`src/rtl/spi_master_multi.sv`:
```
// Parametrised SPI master: TX/RX FIFOs, multiple chip selects, internal SCK
// divider, CPOL/CPHA, LSB-first option and sticky RX overflow flag.

module spi_master_fifo #(
    parameter int unsigned WIDTH      = 8,
    parameter int unsigned LOG2_DEPTH = 4
) (
    input  logic             clk,
    input  logic             nRst,
    input  logic             push,
    input  logic             pop,
    input  logic [WIDTH-1:0] din,
    output logic [WIDTH-1:0] dout,
    output logic             present,
    output logic             half_full,
    output logic             full
);
    localparam int unsigned DEPTH = 1 << LOG2_DEPTH;
    localparam int unsigned CNT_W = LOG2_DEPTH + 1;

    logic [WIDTH-1:0]      mem [DEPTH];
    logic [LOG2_DEPTH-1:0] wr_ptr;
    logic [LOG2_DEPTH-1:0] rd_ptr;
    logic [CNT_W-1:0]      count;
    logic                  do_push;
    logic                  do_pop;

    assign do_push   = push && !full;
    assign do_pop    = pop && present;
    assign present   = (count != '0);
    assign full      = (count == CNT_W'(DEPTH));
    assign half_full = (count >= CNT_W'(DEPTH / 2));
    assign dout      = present ? mem[rd_ptr] : '0;

    always_ff @(posedge clk or negedge nRst) begin
        if (!nRst) begin
            wr_ptr <= '0;
            rd_ptr <= '0;
            count  <= '0;
        end else begin
            if (do_push) wr_ptr <= wr_ptr + LOG2_DEPTH'(1);
            if (do_pop)  rd_ptr <= rd_ptr + LOG2_DEPTH'(1);
            case ({do_push, do_pop})
                2'b10:   count <= count + CNT_W'(1);
                2'b01:   count <= count - CNT_W'(1);
                default: count <= count;
            endcase
        end
    end

    always_ff @(posedge clk) begin
        if (do_push) mem[wr_ptr] <= din;
    end
endmodule

module spi_master_multi #(
    parameter int unsigned DATA_WIDTH = 8,
    parameter int unsigned LOG2_DEPTH = 4,
    parameter int unsigned NUM_CS     = 4,
    parameter int unsigned DIV_WIDTH  = 8,
    localparam int unsigned CS_W      = (NUM_CS > 1) ? $clog2(NUM_CS) : 1
) (
    input  logic                  clk,
    input  logic                  nRst,
    input  logic [DIV_WIDTH-1:0]  clkDiv,
    input  logic [CS_W-1:0]       csSel,
    input  logic                  cpol,
    input  logic                  cpha,
    input  logic                  lsbFirst,
    input  logic [DATA_WIDTH-1:0] dataIn,
    input  logic                  write,
    input  logic                  read,
    input  logic                  miso,
    output logic                  mosi,
    output logic                  sck,
    output logic [NUM_CS-1:0]     nCs,
    output logic                  busy,
    output logic                  txDataPresent,
    output logic                  txHalfFull,
    output logic                  txFull,
    output logic                  rxDataPresent,
    output logic                  rxHalfFull,
    output logic                  rxFull,
    output logic                  rxOverflow,
    output logic [DATA_WIDTH-1:0] dataOut
);
    localparam int unsigned HC_W = $clog2(2 * DATA_WIDTH);

    typedef enum logic [1:0] {IDLE, LOAD, SHIFT, GAP} state_t;

    state_t                state, state_n;
    logic [DIV_WIDTH-1:0]  div_lat, div_cnt;
    logic [CS_W-1:0]       cs_lat, cs_use;
    logic                  cpol_lat, cpha_lat, lsb_lat;
    logic                  lsb_use, cpol_use, from_idle;
    logic [HC_W-1:0]       hcnt;
    logic [DATA_WIDTH-1:0] tx_sh, rx_sh, tx_word, tx_next, tx_head;
    logic [NUM_CS-1:0]     cs_dec;
    logic                  sck_q, tick, last_half;
    logic                  enter_load, bypass, lead, trail, word_end, sample, update;

    // A write landing on the final half-period goes straight to the shifter.
    spi_master_fifo #(.WIDTH(DATA_WIDTH), .LOG2_DEPTH(LOG2_DEPTH)) u_tx (
        .clk(clk), .nRst(nRst), .push(write && !bypass), .pop(enter_load && !bypass),
        .din(dataIn), .dout(tx_head), .present(txDataPresent),
        .half_full(txHalfFull), .full(txFull)
    );

    spi_master_fifo #(.WIDTH(DATA_WIDTH), .LOG2_DEPTH(LOG2_DEPTH)) u_rx (
        .clk(clk), .nRst(nRst), .push(word_end), .pop(read),
        .din(rx_sh), .dout(dataOut), .present(rxDataPresent),
        .half_full(rxHalfFull), .full(rxFull)
    );

    assign tick      = (state != IDLE) && (div_cnt == div_lat);
    assign last_half = (hcnt == HC_W'(2 * DATA_WIDTH - 1));
    assign from_idle = (state == IDLE);
    assign cs_use    = from_idle ? csSel : cs_lat;
    assign lsb_use   = from_idle ? lsbFirst : lsb_lat;
    assign cpol_use  = from_idle ? cpol : cpol_lat;
    assign tx_word   = bypass ? dataIn : tx_head;
    assign tx_next   = lsb_lat ? (tx_sh >> 1) : (tx_sh << 1);
    assign sample    = cpha_lat ? trail : lead;
    assign update    = cpha_lat ? (lead && (state == SHIFT))
                                : (trail && (hcnt != HC_W'(2 * DATA_WIDTH - 2)));
    assign sck       = from_idle ? cpol : sck_q;

    always_comb begin
        cs_dec = '1;
        for (int unsigned i = 0; i < NUM_CS; i++) begin
            if (cs_use == CS_W'(i)) cs_dec[i] = 1'b0;
        end
    end

    always_ff @(posedge clk or negedge nRst) begin
        if (!nRst) state <= IDLE;
        else       state <= state_n;
    end

    always_comb begin
        state_n    = state;
        enter_load = 1'b0;
        bypass     = 1'b0;
        lead       = 1'b0;
        trail      = 1'b0;
        word_end   = 1'b0;
        case (state)
            IDLE: begin
                if (txDataPresent) begin
                    state_n    = LOAD;
                    enter_load = 1'b1;
                end
            end
            LOAD: begin
                if (tick) begin
                    state_n = SHIFT;
                    lead    = 1'b1;
                end
            end
            SHIFT: begin
                if (tick) begin
                    if (last_half) begin
                        word_end = 1'b1;
                        if ((txDataPresent || write) && (csSel == cs_lat)) begin
                            state_n    = LOAD;
                            enter_load = 1'b1;
                            bypass     = !txDataPresent;
                        end else begin
                            state_n = GAP;
                        end
                    end else if (hcnt[0]) begin
                        lead = 1'b1;
                    end else begin
                        trail = 1'b1;
                    end
                end
            end
            GAP: begin
                if (tick) state_n = IDLE;
            end
            default: state_n = IDLE;
        endcase
    end

    // Divider, shifters and pin drivers, all stepped by the FSM strobes.
    always_ff @(posedge clk or negedge nRst) begin
        if (!nRst) begin
            div_cnt    <= '0;
            div_lat    <= '0;
            cs_lat     <= '0;
            cpol_lat   <= 1'b0;
            cpha_lat   <= 1'b0;
            lsb_lat    <= 1'b0;
            hcnt       <= '0;
            tx_sh      <= '0;
            rx_sh      <= '0;
            nCs        <= '1;
            mosi       <= 1'b0;
            sck_q      <= 1'b0;
            busy       <= 1'b0;
            rxOverflow <= 1'b0;
        end else begin
            if (from_idle || tick) div_cnt <= '0;
            else                   div_cnt <= div_cnt + DIV_WIDTH'(1);

            if (from_idle && enter_load) begin
                div_lat  <= clkDiv;
                cs_lat   <= csSel;
                cpol_lat <= cpol;
                cpha_lat <= cpha;
                lsb_lat  <= lsbFirst;
            end

            if (enter_load) begin
                tx_sh <= tx_word;
                mosi  <= lsb_use ? tx_word[0] : tx_word[DATA_WIDTH-1];
                nCs   <= cs_dec;
                sck_q <= cpol_use;
                busy  <= 1'b1;
                hcnt  <= '0;
            end else if (word_end) begin
                nCs <= '1;
            end

            if (state == SHIFT && tick && !last_half) hcnt <= hcnt + HC_W'(1);
            if (lead)  sck_q <= ~cpol_lat;
            if (trail) sck_q <= cpol_lat;

            if (sample) begin
                rx_sh <= lsb_lat ? {miso, rx_sh[DATA_WIDTH-1:1]}
                                 : {rx_sh[DATA_WIDTH-2:0], miso};
            end
            if (update) begin
                tx_sh <= tx_next;
                mosi  <= lsb_lat ? tx_next[0] : tx_next[DATA_WIDTH-1];
            end

            if (state == GAP && tick) busy <= 1'b0;

            if (word_end && rxFull) rxOverflow <= 1'b1;
            else if (read)          rxOverflow <= 1'b0;
        end
    end
endmodule
```
`config.mk`:
```
export PLATFORM = sky130hd
export DESIGN_NAME = spi_master_multi
export DESIGN_NICKNAME = d
export VERILOG_FILES = /design/src/rtl/spi_master_multi.sv
export SDC_FILE = /design/constraint.sdc
export NUM_CORES = 1
export LEC_CHECK = 0
export CAP_MARGIN = 20
export CELL_PAD_IN_SITES_DETAIL_PLACEMENT = 0
export CELL_PAD_IN_SITES_GLOBAL_PLACEMENT = 1
export CORE_ASPECT_RATIO = 1.4
export CORE_UTILIZATION = 40
export DETAILED_ROUTE_END_ITERATION = 7
export PLACE_DENSITY_LB_ADDON = 0.25
export SYNTH_ARGS = -nofsm -noshare
export SYNTH_HDL_FRONTEND = slang
export SYNTH_SLANG_ARGS = --single-unit
```
`constraint.sdc`:
```
create_clock -name clk -period 2.95 [get_ports clk]
set_input_delay 0.59 -clock clk [delete_from_list [all_inputs] [get_ports clk]]
set_output_delay 0.59 -clock clk [all_outputs]
set_load 0.05 [all_outputs]
```
==> results of run 1 <==
placed cells by master (no fill, tap or decap), types with 8 or more instances in the layout:
cell and count:
o21ai_0 21, o21ai_1 10, inv_1 15, xor2_1 27, and3_1 20, nor2b_1 18, dfrtp_1 68, a22oi_1 8
clkbuf_1 8, mux2i_1 40, xnor2_1 14, mux4_2 64, nor3_1 9, nand2_1 34, ha_1 21, clkdlybuf4s50_1 33
edfxtp_1 256, buf_4 74, clkbuf_16 38, nor2_1 41, a21oi_1 14, a211oi_1 19, mux2_2 16, nand3_1 14
state kept, by name (all words and copies together) (netlist names), 2 cells and up:
name / count
u_tx.rd_ptr: 4
u_rx.rd_ptr: 4
u_tx.mem: 128
u_rx.count: 5
u_rx.wr_ptr: 4
state: 2
rx_sh: 8
nCs: 4
tx_sh: 8
hcnt: 4
cs_lat: 2
u_tx.count: 5
u_tx.wr_ptr: 4
div_cnt: 8
u_rx.mem: 128
div_lat: 8
final cells by class:
| class | count | area, um2 |
|---|---|---|
| Clock inverter | 15 | 170.2 |
| Multi-Input combinational cell | 467 | 4483 |
| Sequential cell | 333 | 9625 |
| Fill cell | 3011 | 17980 |
| Inverter | 18 | 70.07 |
| Timing Repair Buffer | 126 | 1212 |
| Tap cell | 456 | 570.5 |
| Clock buffer | 45 | 955.9 |
per-layer routing:
metal / part of all wire (%) / global-route usage (%) / up-vias / wire length (um)
met2: 57 / 34.27 / 99 / 17420
met4: 2.2 / 5.569 / 0 / 683
met5: 0 / 0 / - / 0
met3: 2.5 / 2.498 / 35 / 751
li1: - / - / 3576 / -
met1: 38 / 18.50 / 3923 / 11560
per-stage QoR:
| stage | setup TNS [ns] | hold slack [ns] |
|---|---|---|
| after floorplan | 0 | 0.2944 |
| after global routing | -1.594 | 0.2439 |
| after global placement | -0.4303 | 0.4951 |
| final | -1.012 | 0.1826 |
| after CTS | -1.340 | 0.2240 |
| after detailed placement | -0.4733 | 0.4952 |
cells by family after synthesis:
group / Yosys count / synth area share, %
DFF: 333 / 67.27
xor gates and xnor gates: 41 / 2.511
buffers and inverters: 61 / 1.890
AOI/OAI and AO/OA: 106 / 5.049
muxes: 122 / 14.32
and+or+nand+nor: 173 / 6.712
adders and majority gates: 25 / 2.240
how the worst min path moves through the flow:
stage | startpoint | end | cells past startpoint
6_report | nRst | u_rx.rd_ptr[3]$_DFFE_PN0P_ | 1
5_1_grt | nRst | u_rx.rd_ptr[3]$_DFFE_PN0P_ | 1
3_3_place_gp | nCs[2]$_DFFE_PN1P_ | nCs[2]$_DFFE_PN1P_ | 2
4_1_cts | nRst | u_rx.rd_ptr[3]$_DFFE_PN0P_ | 1
3_5_place_dp | nCs[0]$_DFFE_PN1P_ | nCs[0]$_DFFE_PN1P_ | 2
2_1_floorplan | nRst | busy$_DFFE_PN0P_ | 0
power by group:
group          total, mW  internal [mW]  switching (mW)
Sequential          6.37           5.72           0.649
Combinational       6.01           2.95            3.07
Clock               4.36           2.63            1.74
Total               16.7           11.3            5.45
what timing repair did:
action / CTS / global route
pin swaps: 0 / 10
buffers inserted: 3 / 7
gates resized for setup: 13 / 24
cloned: 4 / 1
endpoints found under the setup margin: 10 / 12
==> metrics, run 1 <==
FFs w/ async S/R, synth 23.12%; top-count cell post-synth edfxtp_1; Cell Area, Placed 15640 um2; PortBufs 47; CP Depth 6; Synth cell types 64; Min-Delay Path Class in2async; Avg Inst Size Synth 16.61 um2; maximum VDD drop 621.8 uV; sequential area share after synthesis 67.27%; RR Startpoint u_tx.count[2]$_DFFE_PN0P_; ranking of synthesized cells by area edfxtp_1, dfrtp_1, mux4_2; R2R Path End u_tx.count[2]$_DFFE_PN0P_; Wirelength per Cell 20.83 um; Ys Warns 0; Synth top cells by count edfxtp_1, dfrtp_1, mux4_2; Synth Instances 861; HPWL after DPL 20300 um; maximum clock path buffer count 3; placed instance count 1385; largest net degree at the start of global routing 62; leading register cell type out of synthesis edfxtp_1; total gr overflow 0; starting DRC count in detailed routing 389; Synth-to-Final Area Change 19.50%; Yosys top cell area share 53.76%; Skew-Pair Late Insertion Delay 0.51 ns; die area 36520 um2; CP endpoint dataOut[5]; R2R setup slack 0.17 ns; fraction of layout cells with a size suffix above 1 25.40%; Final ANT Viol Nets 0; die height 225.7 um; # Max-Cap Violations 0; Pleak 6.253 nW; Post-synth EDFFs 256; Tot Pwr 16.74 mW; Cell Count, Final, Fillers Out 1460; mapped cell area 14300 um2; relative slew slack 41.42%; family with the most delay on the worst path multiplexers; Hold Buf Count CTS 0; max incr delay on CP 0.50 ns; CP startpoint u_rx.rd_ptr[0]$_DFFE_PN0P_; CP required 2.36 ns; CTS sink cnt 333; Starting Density 40.78%; Seq cells post-synth 333; crit path max fanout 5; Via density 5.228; Net Count, Synth 912; via count 7633; crit path launch type flip-flop; Design Area, Final 17090 um2; Fin. Hold Viols 0; setup violators final 8; DR pass1 iterations 4; number of H-tree levels 2; vias in the first global route 8376; CP cell instances buf_12 > clkbuf_16 > mux4_2 > mux4_2 > nor2b_4 > buf_6; CTS tree done; CP dominant cell by count mux4_2; clock skew 0.01044 ns; part of the cycle the worst path needs 104.9%; DRC violations left 0; post-synth top area cell edfxtp_1; Final WS setup -0.1456 ns; Post-Route WL 30420 um; Crit Path Class reg2out; RSZ-0062 raised after global routing yes; status finished with violations; RePlAce Congestion 0.7645; Critical-path top delay cell mux4_2; first-pass GRT wire length 47620 um; failing checks setup timing; f_max 323.0 MHz; CP bufs+invs 3; Max Slew Vio Count 0; Final #Nets 1031; site row count 81; core area 35070 um2; number of buffers created by CTS 34; Slew @ Worst Pin 0.8787 ns; Final min period 3.096 ns; Crit. End Element primary output; Ports 48; CP Data Arrival Time 2.51 ns; worst reg2reg path depth 14; Post-Place Setup Slack -0.2091 ns; clock root buffer clkbuf_16; Die X 161.8 um; ant diodes 0; CTS clk-pin slew, worst paths 0.06 ns; pwr/cell area 979.6 nW/um2; final core area utilization 48.73%; gr usage total 17.32%; initial antenna violation count 0
(Power assumes the default switching activity.)
==> run 2, diff against run 1 <==
--- a/config.mk
+++ b/config.mk
@@ -12,6 +12,7 @@
 export CORE_UTILIZATION = 40
 export DETAILED_ROUTE_END_ITERATION = 7
 export PLACE_DENSITY_LB_ADDON = 0.25
+export SLEW_MARGIN = 30
 export SYNTH_ARGS = -nofsm -noshare
 export SYNTH_HDL_FRONTEND = slang
 export SYNTH_SLANG_ARGS = --single-unit
==> run 2 against run 1 <==
Global-route usage stayed put. Via count barely moved. Critical path type unchanged. Sequential share of layout area down 0.066 points. The run still ends with setup timing left. Die area stayed put.
==> metrics, run 2 (same netlist as run 1, synthesis figures left out) <==
clock share of power 26.0%; Cell Area, Placed 15640 um2; # Max-Cap Violations 0; Switching Fraction 32.56%; Min-Delay Path Class in2async; PortBufs 47; hold slack 0.04983 ns; die height 225.7 um; CTS sink cnt 333; Flop pwr share 38.0%; Starting Density 40.78%; relative slew slack 47.82%; DRC violations left 0; CP Data Arrival Time 2.51 ns; biggest regs u_rx.mem x128, u_tx.mem x128; number of H-tree levels 2; Pleak 6.263 nW; ant diodes 0; fraction of layout cells with a size suffix above 1 25.47%; RSZ-0062 raised after global routing yes; vias in the first global route 8376; Net Sw Power 5.453 mW; maximum clock path buffer count 3; number of buffers created by CTS 34; Post-Place Setup Slack -0.2091 ns; RePlAce Congestion 0.7645; Synth-to-Final Area Change 19.65%; Crit. End Element primary output; combinational power share 35.9%; core area 35070 um2; Final ANT Viol Nets 0; die area 36520 um2; final core area utilization 48.79%; Hold Buf Count CTS 0; Max Slew Vio Count 0; largest net degree at the start of global routing 62; f_max 323.0 MHz; Skew-Pair Late Insertion Delay 0.51 ns; Via density 5.226; Slew @ Worst Pin 0.7803 ns; DR pass1 iterations 4; clock root buffer clkbuf_16; part of the cycle the worst path needs 104.9%; setup violators final 8; maximum VDD drop 621.7 uV; Final min period 3.096 ns; crit path launch type flip-flop; Final #Nets 1032; CP required 2.36 ns; gr usage total 17.32%; Crit Path Class reg2out; commonest non-fill, non-tap cells in the layout edfxtp_1, buf_4, dfrtp_1, mux4_2, nor2_1; Tot Pwr 16.75 mW; Wirelength per Cell 20.84 um; Post-Route WL 30450 um; first-pass GRT wire length 47620 um; via count 7635; site row count 81; CTS tree done; Final WS setup -0.1460 ns; placed instance count 1385; pwr/cell area 978.9 nW/um2; Sum Neg Setup Slack -1.006 ns; starting DRC count in detailed routing 401; initial antenna violation count 0; Cell Count, Final, Fillers Out 1461; crit path max fanout 5; CTS clk-pin slew, worst paths 0.06 ns; Design Area, Final 17110 um2; Die X 161.8 um; HPWL after DPL 20300 um; Cell Int Power 11.29 mW; status finished with violations; Fin. Hold Viols 0; Ports 48; clock skew 0.01044 ns; failing checks setup timing; most common cell after layout, fill and taps aside edfxtp_1; total gr overflow 0
run 2: cell types whose count changed in the layout (fill, tap and decap cells not counted):
cell,previous run,this run
buf_12,4,5
run 2: worst paths after layout:
kind	depth (start not counted)	slack, ns	from	endpoint
worst max-delay path	6	-0.15	u_rx.rd_ptr[0]$_DFFE_PN0P_	dataOut[5]
min in group clk	2	0.50	nCs[0]$_DFFE_PN1P_	nCs[0]$_DFFE_PN1P_
max in group asynchronous	3	2.16	nRst	rx_sh[0]$_DFFE_PN0P_
worst min-delay path	1	0.05	nRst	u_rx.rd_ptr[3]$_DFFE_PN0P_
worst max register to register	14	0.17	u_tx.count[2]$_DFFE_PN0P_	u_tx.count[2]$_DFFE_PN0P_
worst min register to register	2	0.50	nCs[0]$_DFFE_PN1P_	nCs[0]$_DFFE_PN1P_
run 2: timing repair:
action,CTS,global route
resized for setup,13,24
pin swaps,0,10
setup buffers,3,7
setup endpoints to repair,10,12
gates cloned,4,1
run 2: cell type report:
type | instances | area (um2)
tap | 456 | 570.5
timing repair buffer | 127 | 1232
clock inverter | 15 | 170.2
multi-input combinational | 467 | 4483
fill | 3009 | 17960
inverter | 18 | 70.07
sequential | 333 | 9625
clock buffer | 45 | 955.9
run 2: power groups by stage:
stage	combinational [mW]	sequential, mW	clock (mW)
finish	6.02	6.37	4.36
global route	6.51	6.46	4.62
CTS	5.89	6.39	4.47
detailed placement	5.53	6.48	0
global placement	5.50	6.47	0
floorplan	4.11	6.21	0
run 2: layer usage:
layer	vias up	global-route usage [%]	wire length (um)
met5	-	0	0
met4	0	5.569	685
met3	35	2.498	761
met2	101	34.27	17430
met1	3916	18.50	11580
li1	3583	-	-
run 2: worst max-delay path, stage by stage, from the launching register on:
cell and delay (ns):
dfrtp_2 0.38, buf_12 0.16, clkbuf_16 0.17, mux4_2 0.50
mux4_2 0.49, nor2b_4 0.14, buf_6 0.15
==> run 3, diff against run 2 <==
--- a/config.mk
+++ b/config.mk
@@ -10,8 +10,10 @@
 export CELL_PAD_IN_SITES_GLOBAL_PLACEMENT = 1
 export CORE_ASPECT_RATIO = 1.4
 export CORE_UTILIZATION = 40
+export CTS_CLUSTER_SIZE = 28
 export DETAILED_ROUTE_END_ITERATION = 7
 export PLACE_DENSITY_LB_ADDON = 0.25
+export RECOVER_POWER = 50
 export SLEW_MARGIN = 30
 export SYNTH_ARGS = -nofsm -noshare
 export SYNTH_HDL_FRONTEND = slang
==> run 3 against run 2 <==
The flow finishes with violations (capacitance limit, slew limit, setup timing). Sequential share of layout area is 0.12 points higher. Sequential power hardly changed. Combinational power hardly changed. Worst setup slack better by 0.0010 ns. Clock skew is 0.0015 ns higher. Critical endpoint unchanged. Largest cell class unchanged. Largest power group unchanged.
==> metrics, run 3 (same netlist as run 1, synthesis figures left out) <==
HPWL after DPL 20300 um; fraction of layout cells with a size suffix above 1 24.88%; Wirelength per Cell 20.88 um; Final min period 3.095 ns; Slew @ Worst Pin 2.065 ns; gr usage total 17.33%; Pleak 6.237 nW; Crit. End Element primary output; die height 225.7 um; ant diodes 0; status finished with violations; DRC violations left 0; Final ANT Viol Nets 0; maximum clock path buffer count 3; CTS sink cnt 333; clock skew 0.01191 ns; Ports 48; setup violators final 8; Via density 5.231; Cell Int Power 11.28 mW; Skew-Pair Late Insertion Delay 0.51 ns; core area 35070 um2; CTS tree done; initial antenna violation count 0; CP required 2.36 ns; clock root buffer clkbuf_16; vias in the first global route 8372; Fin. Hold Viols 0; Max Slew Vio Count 37; maximum VDD drop 646.6 uV; biggest regs u_rx.mem x128, u_tx.mem x128; largest net degree at the start of global routing 62; # Max-Cap Violations 1; crit path launch type flip-flop; first-pass GRT wire length 47680 um; combinational power share 35.9%; Design Area, Final 17070 um2; PortBufs 47; RSZ-0062 raised after global routing yes; footprint of the multi-input gates 4483 um2; Final #Nets 1032; Min-Delay Path Class reg2reg; Switching Fraction 32.59%; RePlAce Congestion 0.7645; Starting Density 40.78%; register area 9625 um2; number of H-tree levels 2; site row count 81; Post-Route WL 30510 um; relative slew slack -37.65%; CTS clk-pin slew, worst paths 0.06 ns; Cell Area, Placed 15640 um2; Crit Path Class reg2out; clock share of power 26.1%; CP Data Arrival Time 2.50 ns; crit path max fanout 5; number of buffers created by CTS 34; Die X 161.8 um; placed instance count 1385; die area 36520 um2; fillers 3013; commonest non-fill, non-tap cells in the layout edfxtp_1, dfrtp_1, buf_4, mux4_2, nor2_1; part of the cycle the worst path needs 104.9%; most common cell after layout, fill and taps aside edfxtp_1; Synth-to-Final Area Change 19.38%; final core area utilization 48.68%; Flop pwr share 38.0%; Cell Count, Final, Fillers Out 1461; starting DRC count in detailed routing 374; Final WS setup -0.1449 ns; total gr overflow 0; pwr/cell area 980.7 nW/um2; DR pass1 iterations 6; via count 7643; f_max 323.1 MHz; Net Sw Power 5.456 mW; hold slack 0.5044 ns; failing checks capacitance limit, slew limit, setup timing
run 3: changes by cell type in the layout (fill, tap and decap cells not counted), sizes merged:
cell	delta
buf	-8
clkbuf	+8
clkdlybuf4s50	-8
dlygate4sd3	+8
run 3: area by class of cell:
type,instances,area share [%]
multi-input cells,467,26.26
flip-flops and latches,333,56.39
repair buffers,127,7.000
well taps,456,3.342
inverters,18,0.4105
clock buffers,45,5.600
clock inverters,15,0.9968
run 3: final timing paths:
kind / startpoint / end / slack [ns] / cells past startpoint
setup / recovery: u_rx.rd_ptr[0]$_DFFE_PN0P_ / dataOut[5] / -0.14 / 6
hold / removal: nCs[0]$_DFFE_PN1P_ / nCs[0]$_DFFE_PN1P_ / 0.50 / 2
setup reg to reg: u_tx.count[2]$_DFFE_PN0P_ / u_tx.count[2]$_DFFE_PN0P_ / 0.17 / 14
hold reg to reg: nCs[0]$_DFFE_PN1P_ / nCs[0]$_DFFE_PN1P_ / 0.50 / 2
max in group asynchronous: nRst / rx_sh[0]$_DFFE_PN0P_ / 0.46 / 3
min in group asynchronous: nRst / u_rx.rd_ptr[3]$_DFFE_PN0P_ / 0.67 / 1
run 3: power groups by stage:
stage | Clock, mW | Sequential (mW) | Combinational (mW)
after floorplan | 0 | 6.21 | 4.11
after global placement | 0 | 6.47 | 5.50
after detailed placement | 0 | 6.48 | 5.53
after CTS | 4.47 | 6.39 | 5.89
after global routing | 4.63 | 6.46 | 6.50
final | 4.37 | 6.37 | 6.00
run 3: metal layers:
metal  track usage [%]  wire, um
met5                 0         0
met4             5.508       644
met3             2.498       712
met2             34.28     17510
met1             18.55     11640
run 3: timing repair:
item	CTS	global route
pin swaps	0	10
gates cloned	4	1
hold buffers	0	0
buffers inserted	3	7
gates resized for setup	13	24
endpoints found under the setup margin	10	12
run 3: through the flow:
stage | TNS, ns | power (mW) | setup slack, ns
floorplan | 0 | 10.32 | 0.006064
global placement | -0.4303 | 11.97 | -0.2150
finish | -0.9980 | 16.74 | -0.1449
detailed placement | -0.4733 | 12.01 | -0.2091
global route | -1.622 | 17.58 | -0.2077
CTS | -1.339 | 16.75 | -0.1866
run 3: critical path, stage by stage, from the launching register on:
cell and delay (ns):
dfrtp_2 0.38, buf_12 0.16, clkbuf_16 0.17, mux4_2 0.50, mux4_2 0.49, nor2b_4 0.14, buf_6 0.15
